**src/rtl/board_io_pkg.sv**
```systemverilog
`default_nettype none
// ============================================================================
//  Module      : board_io_pkg
//  Description : Shared definitions for the board I/O controller:
//                register word addresses, IRQ status bit positions and the
//                hex-to-7-segment decoder.
//  Revision    : 1.0 - initial release
// ============================================================================
package board_io_pkg;

  // Register word addresses
  localparam logic [2:0] c_ADDR_DIGIT_DATA = 3'd0;
  localparam logic [2:0] c_ADDR_DIGIT_EN   = 3'd1;
  localparam logic [2:0] c_ADDR_KEY_STATE  = 3'd2;
  localparam logic [2:0] c_ADDR_SW_STATE   = 3'd3;
  localparam logic [2:0] c_ADDR_IRQ_STATUS = 3'd4;
  localparam logic [2:0] c_ADDR_IRQ_MASK   = 3'd5;

  // IRQ_STATUS / IRQ_MASK bit positions
  localparam int c_IRQ_KEY_BIT = 0;
  localparam int c_IRQ_SW_BIT  = 1;

  // Segment order is {a,b,c,d,e,f,g}; a lit segment is 1.
  function automatic logic [6:0] hex_to_seg(input logic [3:0] nib);
    logic [6:0] seg;
    case (nib)
      4'h0: seg = 7'b1111110;
      4'h1: seg = 7'b0110000;
      4'h2: seg = 7'b1101101;
      4'h3: seg = 7'b1111001;
      4'h4: seg = 7'b0110011;
      4'h5: seg = 7'b1011011;
      4'h6: seg = 7'b1011111;
      4'h7: seg = 7'b1110000;
      4'h8: seg = 7'b1111111;
      4'h9: seg = 7'b1111011;
      4'hA: seg = 7'b1110111;
      4'hB: seg = 7'b0011111;
      4'hC: seg = 7'b1001110;
      4'hD: seg = 7'b0111101;
      4'hE: seg = 7'b1001111;
      default: seg = 7'b1000111;
    endcase
    return seg;
  endfunction

endpackage
`default_nettype wire

```
**src/rtl/io_debounce.sv**
```systemverilog
`default_nettype none
// ============================================================================
//  Module      : io_debounce
//  Description : Single-bit sample-count debouncer. On every sample_en the
//                raw bit is compared with the stable value; DEBOUNCE_CNT
//                consecutive differing samples flip the stable value. Any
//                sample equal to the stable value restarts the count.
//  Ports       : clk       in  system clock
//                resetn    in  synchronous active-low reset
//                sample_en in  take one sample of raw this cycle
//                raw       in  synchronised input bit
//                stable    out debounced value
//  Revision    : 1.0 - initial release
// ============================================================================
module io_debounce #(
  parameter int DEBOUNCE_CNT = 4
) (
  input  logic clk,
  input  logic resetn,
  input  logic sample_en,
  input  logic raw,
  output logic stable
);

  logic [3:0] cnt_q;
  logic       stable_q;

  always_ff @(posedge clk) begin
    if (!resetn) begin
      cnt_q    <= 4'd0;
      stable_q <= 1'b0;
    end else if (sample_en) begin
      if (raw == stable_q) begin
        cnt_q <= 4'd0;
      end else if (cnt_q == 4'(DEBOUNCE_CNT - 1)) begin
        // This sample is the DEBOUNCE_CNT-th consecutive difference.
        cnt_q    <= 4'd0;
        stable_q <= ~stable_q;
      end else begin
        cnt_q <= cnt_q + 4'd1;
      end
    end
  end

  assign stable = stable_q;

endmodule
`default_nettype wire

```
**src/rtl/board_io_scan.sv**
```systemverilog
`default_nettype none
// ============================================================================
//  Module      : board_io_scan
//  Description : Board I/O controller. Multiplexes an N-digit 7-segment
//                display, scans an R x C key matrix and debounces switches,
//                with a small word-addressed register bus.
//                Build option BOARD_IO_IRQ_EN adds key-press / switch-change
//                interrupt status, mask and a level irq output; without it
//                IRQ_STATUS/IRQ_MASK read 0 and irq is tied low.
//  Ports       : clk, resetn          clock, synchronous active-low reset
//                reg_wr_en/reg_rd_en  bus write / read strobes
//                reg_addr, reg_wdata  word address, write data
//                reg_rdata            registered read data
//                num_csn, num_a_g     digit select (active low), segments
//                btn_key_col          key column drive (active low)
//                btn_key_row          key row sense (low = pressed, async)
//                switch               switch inputs (async)
//                irq                  level interrupt
//  Revision    : 1.0 - initial release
// ============================================================================
module board_io_scan
  import board_io_pkg::*;
#(
  parameter int NUM_DIGITS   = 8,
  parameter int KEY_ROWS     = 4,
  parameter int KEY_COLS     = 4,
  parameter int SW_WIDTH     = 8,
  parameter int SCAN_DIV     = 1000,
  parameter int DEBOUNCE_CNT = 4
) (
  input  logic                  clk,
  input  logic                  resetn,
  input  logic                  reg_wr_en,
  input  logic                  reg_rd_en,
  input  logic [2:0]            reg_addr,
  input  logic [31:0]           reg_wdata,
  output logic [31:0]           reg_rdata,
  output logic [NUM_DIGITS-1:0] num_csn,
  output logic [6:0]            num_a_g,
  output logic [KEY_COLS-1:0]   btn_key_col,
  input  logic [KEY_ROWS-1:0]   btn_key_row,
  input  logic [SW_WIDTH-1:0]   switch,
  output logic                  irq
);

  localparam int c_CNT_W = $clog2(SCAN_DIV);
  localparam int c_DIG_W = (NUM_DIGITS > 1) ? $clog2(NUM_DIGITS) : 1;
  localparam int c_COL_W = (KEY_COLS > 1) ? $clog2(KEY_COLS) : 1;
  localparam int c_NKEY  = KEY_ROWS * KEY_COLS;

  // --------------------------------------------------------------------------
  // Prescaler and scan pointers
  // --------------------------------------------------------------------------
  logic [c_CNT_W-1:0] cnt_q, cnt_d;
  logic [c_DIG_W-1:0] dig_q, dig_d;
  logic [c_COL_W-1:0] col_q, col_d;
  logic               w_tick;

  assign w_tick = (cnt_q == c_CNT_W'(SCAN_DIV - 1));

  always_comb begin
    cnt_d = w_tick ? '0 : cnt_q + 1'b1;
    dig_d = dig_q;
    col_d = col_q;
    if (w_tick) begin
      dig_d = (dig_q == c_DIG_W'(NUM_DIGITS - 1)) ? '0 : dig_q + 1'b1;
      col_d = (col_q == c_COL_W'(KEY_COLS - 1))   ? '0 : col_q + 1'b1;
    end
  end

  always_ff @(posedge clk) begin
    if (!resetn) begin
      cnt_q <= '0;
      dig_q <= '0;
      col_q <= '0;
    end else begin
      cnt_q <= cnt_d;
      dig_q <= dig_d;
      col_q <= col_d;
    end
  end

  // --------------------------------------------------------------------------
  // Configuration registers
  // --------------------------------------------------------------------------
  logic [4*NUM_DIGITS-1:0] data_q;
  logic [NUM_DIGITS-1:0]   en_q;

  always_ff @(posedge clk) begin
    if (!resetn) begin
      data_q <= '0;
      en_q   <= '0;
    end else if (reg_wr_en) begin
      if (reg_addr == c_ADDR_DIGIT_DATA) data_q <= reg_wdata[4*NUM_DIGITS-1:0];
      if (reg_addr == c_ADDR_DIGIT_EN)   en_q   <= reg_wdata[NUM_DIGITS-1:0];
    end
  end

  // --------------------------------------------------------------------------
  // Scan outputs. Decoded from the next-state pointers so that the pads
  // change on the same edge the pointers advance (the cycle after tick).
  // --------------------------------------------------------------------------
  logic [NUM_DIGITS-1:0] csn_q, csn_d;
  logic [6:0]            seg_q, seg_d;
  logic [KEY_COLS-1:0]   colo_q, colo_d;

  always_comb begin
    csn_d  = '1;
    seg_d  = '0;
    colo_d = ~(KEY_COLS'(1) << col_d);
    if (en_q[dig_d]) begin
      csn_d = ~(NUM_DIGITS'(1) << dig_d);
      seg_d = hex_to_seg(data_q[{dig_d, 2'b00} +: 4]);
    end
  end

  always_ff @(posedge clk) begin
    if (!resetn) begin
      csn_q  <= '1;
      seg_q  <= '0;
      colo_q <= '1;
    end else begin
      csn_q  <= csn_d;
      seg_q  <= seg_d;
      colo_q <= colo_d;
    end
  end

  assign num_csn     = csn_q;
  assign num_a_g     = seg_q;
  assign btn_key_col = colo_q;

  // --------------------------------------------------------------------------
  // Input synchronisers. Row flops reset to the idle (released) level so a
  // key can never look pressed straight out of reset.
  // --------------------------------------------------------------------------
  logic [KEY_ROWS-1:0] row_s1_q, row_s2_q;
  logic [SW_WIDTH-1:0] sw_s1_q, sw_s2_q;

  always_ff @(posedge clk) begin
    if (!resetn) begin
      row_s1_q <= '1;
      row_s2_q <= '1;
      sw_s1_q  <= '0;
      sw_s2_q  <= '0;
    end else begin
      row_s1_q <= btn_key_row;
      row_s2_q <= row_s1_q;
      sw_s1_q  <= switch;
      sw_s2_q  <= sw_s1_q;
    end
  end

  // --------------------------------------------------------------------------
  // Debouncers. A key bit is sampled only on the tick that ends its column's
  // drive window (col_q still points at that column).
  // --------------------------------------------------------------------------
  logic [c_NKEY-1:0]   key_state;
  logic [SW_WIDTH-1:0] sw_state;

  for (genvar r = 0; r < KEY_ROWS; r++) begin : g_key_row
    for (genvar c = 0; c < KEY_COLS; c++) begin : g_key_col
      logic w_en;
      logic w_raw;
      assign w_en  = w_tick && (col_q == c_COL_W'(c));
      assign w_raw = ~row_s2_q[r];
      io_debounce #(.DEBOUNCE_CNT(DEBOUNCE_CNT)) u_db (
        .clk       (clk),
        .resetn    (resetn),
        .sample_en (w_en),
        .raw       (w_raw),
        .stable    (key_state[r*KEY_COLS+c])
      );
    end
  end

  for (genvar s = 0; s < SW_WIDTH; s++) begin : g_sw
    io_debounce #(.DEBOUNCE_CNT(DEBOUNCE_CNT)) u_db (
      .clk       (clk),
      .resetn    (resetn),
      .sample_en (w_tick),
      .raw       (sw_s2_q[s]),
      .stable    (sw_state[s])
    );
  end

  // --------------------------------------------------------------------------
  // Interrupts
  // --------------------------------------------------------------------------
`ifdef BOARD_IO_IRQ_EN
  logic [c_NKEY-1:0]   key_prev_q;
  logic [SW_WIDTH-1:0] sw_prev_q;
  logic [1:0]          irq_status_q, irq_status_d;
  logic [1:0]          irq_mask_q, irq_mask_d;
  logic [1:0]          w_set, w_clr;
  logic                irq_q;

  always_comb begin
    w_set                = '0;
    w_set[c_IRQ_KEY_BIT] = |(key_state & ~key_prev_q);
    w_set[c_IRQ_SW_BIT]  = |(sw_state ^ sw_prev_q);
    w_clr      = (reg_wr_en && reg_addr == c_ADDR_IRQ_STATUS) ? reg_wdata[1:0] : 2'b00;
    irq_mask_d = (reg_wr_en && reg_addr == c_ADDR_IRQ_MASK)   ? reg_wdata[1:0] : irq_mask_q;
    // Set is OR-ed in after the clear so a simultaneous event is never lost.
    irq_status_d = (irq_status_q & ~w_clr) | w_set;
  end

  always_ff @(posedge clk) begin
    if (!resetn) begin
      key_prev_q   <= '0;
      sw_prev_q    <= '0;
      irq_status_q <= '0;
      irq_mask_q   <= '0;
      irq_q        <= 1'b0;
    end else begin
      key_prev_q   <= key_state;
      sw_prev_q    <= sw_state;
      irq_status_q <= irq_status_d;
      irq_mask_q   <= irq_mask_d;
      irq_q        <= |(irq_status_d & irq_mask_d);
    end
  end

  assign irq = irq_q;
`else
  assign irq = 1'b0;
`endif

  // --------------------------------------------------------------------------
  // Read path
  // --------------------------------------------------------------------------
  logic [31:0] rdata_q, rdata_d;

  always_comb begin
    rdata_d = '0;
    case (reg_addr)
      c_ADDR_DIGIT_DATA: rdata_d[4*NUM_DIGITS-1:0] = data_q;
      c_ADDR_DIGIT_EN:   rdata_d[NUM_DIGITS-1:0]   = en_q;
      c_ADDR_KEY_STATE:  rdata_d[c_NKEY-1:0]       = key_state;
      c_ADDR_SW_STATE:   rdata_d[SW_WIDTH-1:0]     = sw_state;
`ifdef BOARD_IO_IRQ_EN
      c_ADDR_IRQ_STATUS: rdata_d[1:0]              = irq_status_q;
      c_ADDR_IRQ_MASK:   rdata_d[1:0]              = irq_mask_q;
`endif
      default:           rdata_d                   = '0;
    endcase
  end

  always_ff @(posedge clk) begin
    if (!resetn) begin
      rdata_q <= '0;
    end else if (reg_rd_en) begin
      rdata_q <= rdata_d;
    end
  end

  assign reg_rdata = rdata_q;

endmodule
`default_nettype wire
```
**config.mk**
```make
export PLATFORM = sky130hd
export DESIGN_NAME = board_io_scan
export DESIGN_NICKNAME = d
export VERILOG_FILES = /design/src/rtl/board_io_pkg.sv /design/src/rtl/io_debounce.sv /design/src/rtl/board_io_scan.sv
export SDC_FILE = /design/constraint.sdc
export NUM_CORES = 1
export LEC_CHECK = 0
export BUFFER_PORTS_ARGS = -buffer_cell sky130_fd_sc_hd__buf_4
export CORE_MARGIN = 2
export CORE_UTILIZATION = 35
export DETAILED_ROUTE_END_ITERATION = 8
export PLACE_DENSITY_LB_ADDON = 0.25
export RECOVER_POWER = 100
export SYNTH_ARGS = -nofsm -noshare
export SYNTH_HDL_FRONTEND = slang
export SYNTH_HIERARCHICAL = 1
export SYNTH_SLANG_ARGS = --single-unit
```
**constraint.sdc**
```tcl
create_clock -name clk -period 4.15 [get_ports clk]
set_clock_uncertainty 0.1 [all_clocks]
set_input_delay 0.6225 -clock clk [delete_from_list [all_inputs] [get_ports clk]]
set_output_delay 0.6225 -clock clk [all_outputs]
set_load 0.005 [all_outputs]
```
# [Yosys cells after proc, flatten, opt, wreduce, memory -nomap -nowiden]
# Memory sizes are Yosys's and may differ from the RTL's. A register that Yosys moved wholly into a read port is not among the register bits.
# Cells that the tools add are included.
[word_totals] mem_bits_ro=112 out_inout_bits=52 ff_bits=243 input_bits=51 wordCells=295 n_memories=1
[op_classes] n_eq_ne=56 n_lt_le_gt_ge=1 n_mux=57 n_bitwise=55 n_shift=3 n_addsub=27 n_reduce_logical=35
[mem_list] name="(name not given)" words=16 width=7 read_ports=1 rd_clocked_by_memory_dff=1 wr=0 line_no="board_io_pkg.sv:26" source="case (nib)"
[op_table] operator="4-bit two-way mux" count=48
[op_table] operator="4-bit by 1-bit adder with 4-bit output (second input constant)" count=24
[op_table] operator="4-bit by 2-bit equality test with 1-bit output (second input constant)" count=24
[op_table] operator="3-bit AND reduction" count=24
[op_table] operator="1-bit NOT" count=53
[op_table] operator="8-bit one-hot mux with 4 select lines" count=1
[op_table] operator="32-bit by 6-bit variable part select with 4-bit output" count=1
[op_table] operator="1-bit equality test" count=24
[op_table] operator="16-bit two-way mux" count=1
[op_table] operator="8-bit one-hot mux with 2 select lines" count=1
[op_table] operator="10-bit by 1-bit adder with 10-bit output (second input constant)" count=1
[op_table] operator="10-bit equality test (second input constant)" count=1
[op_table] operator="8-bit NOT" count=1
[op_table] operator="1-bit by 3-bit << shifter with 8-bit output (first input constant)" count=1
[op_table] operator="3-bit by 2-bit equality test with 1-bit output (second input constant)" count=2
[op_table] operator="3-bit two-way mux" count=2
[op_table] operator="2-bit AND reduction" count=3
[op_table] operator="2-bit equality test (second input constant)" count=2
[op_table] operator="1-bit logical AND" count=4
[op_table] operator="3-bit by 4-bit < comparator with 1-bit output (second input constant)" count=1
[op_table] operator="2-bit two-way mux" count=2
[op_table] operator="4-bit NOT" count=1
[op_table] operator="1-bit by 2-bit << shifter with 4-bit output (first input constant)" count=1
[op_table] operator="3-bit by 1-bit adder with 3-bit output (second input constant)" count=1
[op_table] operator="other kinds (10)" count=10

# [Longest topological paths before layout]
[logic_depth] depth_word=7 mapped_depth=14 depth_no_buf=13

# [Hierarchy]
# The synthesis kept the hierarchy.
[by_module_without_submodules] module="io_debounce" seq_area_each_um2=100.1 n_inst=24 cells_each=28 area_per_inst_um2=270.3
[by_module_without_submodules] module="board_io_scan" seq_area_each_um2=2602.5 n_inst=1 cells_each=609 area_per_inst_um2=5724.2

# [Worst setup path after synthesis]
# No wires, ideal clock.
[synth_path] path_kind="register to register" start="reg cnt_q[0] (netlist name)" end="reg seg_q[1], in the netlist num_a_g[1]" arrival_time_ns=3.519 slack_ns=0.435 n_path_buf=1 required_ns=3.955 stages_incl_launch_ff=14 period_less_slack_ns=3.715 setup_ns=0.095 path_cell_list="dfxtp_1 > ha_1 > and4b_4 > nand3_2 > inv_2 > mux2i_1 > buf_2 > nor2_1 > or4_1 > o21ai_1 > inv_1 > ha_1 > mux2_1 > a221oi_1"
[synth_lines] element="to (decl)" line_no="board_io_scan.sv:104" source="logic [6:0] seg_q, seg_d;"

==> impl_metrics.env <==
export IMPL_port_buffer_cells=101
export IMPL_postCtsSetupBuffers=0
export IMPL_cts_path_max_buffers=3
export IMPL_drive_above_1_share=0.167
export IMPL_clk_root_buffer_cell="sky130_fd_sc_hd__clkbuf_16"
export IMPL_postSynthAreaPerCell_um2=9.53
export IMPL_holdBufCountCts=0
export IMPL_via_count=9384
export IMPL_mappedNetlistArea_um2=12200
export IMPL_final_fill_count=3416
export IMPL_design_die_area_um2=36400
export IMPL_wl_per_cell_um=15.4
export IMPL_routabilityCongestion=0.829
export IMPL_num_io_pins=103
export IMPL_first_pass_grt_wire_length_um=46500
export IMPL_remaining_drc_errors=0
export IMPL_globalRoute_totalOverflow=0
export IMPL_core_rowCount=68
export IMPL_grt_setup_unrepaired="false"
export IMPL_setup_tns_ns=0
export IMPL_cts_resized=0
export IMPL_drt_initial_drc_count=565
export IMPL_grt_pass1_vias=9011
export IMPL_ys_seq_area_frac=0.410
export IMPL_worst_r2r_setup_slack_ns=0.44
export IMPL_report_final_setup_viol=0
export IMPL_fp_dieW_um=191
export IMPL_async_sr_flop_fraction=0
export IMPL_nNetsFinal=1479
export IMPL_synth_edf_count=0
export IMPL_min_period_ns=3.71
export IMPL_insertion_delay_ns=0.53
export IMPL_global_route_usage_total=0.156
export IMPL_clkSlewWorstSetupHoldPaths_ns=0.06
export IMPL_cellLeakagePower_nw=4.98
export IMPL_run_status="complete, but fails checks"
export IMPL_hp_class="in -> reg"
export IMPL_drt_pass_1_iters=5
export IMPL_startpoint_type="register"
export IMPL_max_stage_delay_ns=0.48
export IMPL_postRouteAntennaNets=0
export IMPL_power_density_nw_per_um2=363
export IMPL_die_height_um=191
export IMPL_critPathMaxFanout=10
export IMPL_place_detailed_hpwl_um=19900
export IMPL_floorplan_initialDensity=0.354
export IMPL_cts_buffers=27
export IMPL_area_growth_synth_to_finish_pct=17.3
export IMPL_netlist_top_cell_by_area="sky130_fd_sc_hd__dfxtp_1"
export IMPL_most_frequent_cell_after_synthesis="sky130_fd_sc_hd__dfxtp_1"
export IMPL_violations_in_the_final_reports="max-capacitance violations, max-slew violations"
export IMPL_worst_setup_path_end_kind="register"
export IMPL_mappedNetlistNets=1370
export IMPL_slew_headroom=-0.652
export IMPL_antenna_cells_inserted=0
export IMPL_crit_path_arrival_time_ns=4.05
export IMPL_cts_tree="yes"
export IMPL_maxClockFrequency_ghz=0.270
export IMPL_max_cap_viol_count=4
export IMPL_cp_data_required_time_ns=4.49
export IMPL_max_slew_worst_pin_slew_ns=2.48
export IMPL_grt_antenna_before_repair=0
export IMPL_path_cells="ha_1 -> nand4b_1 -> o311ai_2 -> and2_1 -> o22ai_1 -> or4_1 -> o21ai_1 -> inv_1 -> ha_1 -> mux2_1 -> a221oi_1"
export IMPL_routed_wl_um=28600
export IMPL_tritoncts_num_sinks=250
export IMPL_yosysWarningCount=6
export IMPL_period_share=0.893
export IMPL_timing_hold_violations_final=0
export IMPL_max_vdd_ir_drop_uv=258
export IMPL_synthCells=1281
export IMPL_cp_slowest_cell="sky130_fd_sc_hd__or4_1"
export IMPL_worst_slack_ns=0.443
export IMPL_cpMostUsedCell="sky130_fd_sc_hd__ha_1"
export IMPL_place_ws_ns=0.515
export IMPL_drt_vias_per_instance=5.03
export IMPL_cts_htree_levels=1
export IMPL_yosys_area_top_type_share=0.410
export IMPL_synth_cell_types=68
export IMPL_synthTopCellsByCount="250 x sky130_fd_sc_hd__dfxtp_1, 149 x sky130_fd_sc_hd__nand2_1, 130 x sky130_fd_sc_hd__a21boi_0"
export IMPL_fp_coreArea_um2=34500
export IMPL_main_synth_ff_type="sky130_fd_sc_hd__dfxtp_1"
export IMPL_grt_max_degree=94
export IMPL_critical_path_class="reg -> reg"
export IMPL_post_synth_main_area_contributors="sky130_fd_sc_hd__dfxtp_1 41%, sky130_fd_sc_hd__a21boi_0 8.0%, sky130_fd_sc_hd__nand2_1 4.6%"
export IMPL_synth_seq_cells=250
export IMPL_report_final_slew_viol_count=224
per-stage QoR:
step	hold WS (ns)	instance area, µm²	cells	utilization	total power, mW
floorplan	0.286	12200	1281	-	2.60
global placement	0.295	13500	1816	0.392	2.70
detailed placement	0.297	13500	1816	0.392	2.70
CTS	0.159	14500	1864	0.420	5.27
global route	0.158	14300	1864	0.416	5.39
finish	0.179	14300	1864	0.416	5.19
sequential cells by signal (all words and copies together) (netlist names), 3 cells and up:
signal	flops
g_key_row.g_key_col.u_db/cnt_q	64
g_sw.u_db/stable	8
dig_q	3
num_a_g	7
row_s2_q	4
en_q	8
sw_s1_q	8
row_s1_q	4
reg_rdata	32
btn_key_col	4
num_csn	8
cnt_q	10
g_sw.u_db/cnt_q	32
g_key_row.g_key_col.u_db/stable	16
data_q	32
sw_s2_q	8
layout make-up:
class,instances,area (µm²),share of cell area
multi-input combinational,945,6820,0.476
sequential,250,5000,0.349
clock buffer,40,815,0.0569
timing repair buffer,117,792,0.0553
tap,455,569,0.0397
inverter,49,184,0.0128
clock inverter,8,140,0.00978
placed cells by master (no fill, tap or decap), drive strengths merged, types with 3 or more instances in the layout:
cell type  count
dfxtp        250
nand2        150
a21boi       130
clkbuf       103
nor2b         88
nand2b        84
nand3         54
buf           53
inv           49
mux2i         49
o22ai         39
ha            38
a21oi         35
and2          32
nor2          29
or3           29
xor2          27
nand4b        25
and4bb        24
or3b          24
o32ai         24
mux4           8
o21ai          8
or4            5
o221ai         4
bufinv         4
clkinv         4
nand4          4
nor3           3
xnor2          3
a221oi         3
o221a          3
per-layer routing:
metal,vias up,wire length (µm),GRT usage
met5,-,0,0
met4,0,599,0.0435
met3,35,1160,0.0263
met2,141,13500,0.262
met1,4448,13400,0.206
li1,4760,-,-
cell families (layout without fill, tap and decap cells):
group / count (synthesis) / after routing / synth area share
fa+ha+maj: 38 / 38 / 0.0389
simple gates: 561 / 561 / 0.273
xor+xnor: 30 / 30 / 0.0363
buf+inv: 86 / 214 / 0.0297
compound gates: 256 / 256 / 0.154
flops: 250 / 250 / 0.410
other cells: 1 / 1 / 0.000307
mux: 59 / 59 / 0.0581
worst paths after layout:
kind / from / endpoint / cells past startpoint
hold / removal: btn_key_row[2] / row_s1_q[2] / 2
setup / recovery: cnt_q[0] / num_a_g[1] / 11
setup reg to reg: cnt_q[0] / num_a_g[1] / 11
hold reg to reg: row_s1_q[3] / row_s2_q[3] / 1
report_power, final:
part / leakage (nW) / internal, mW / switching (mW)
logic: 2.49 / 0.0904 / 0.110
registers: 2.02 / 2.42 / 0.0196
clock network: 0.474 / 1.59 / 0.954
worst max-delay path, delay by kind of cell, from the launching register on:
family,cells,cell delay (ns)
AND/OR/NAND/NOR,3,1.16
adder cells (fa/ha/maj),2,0.51
multiplexers,1,0.29
buffers and inverters,1,0.18
flip-flops,1,0.38
AO/OA/AOI/OAI,4,1.01
Power figures use the tool's default switching activity.
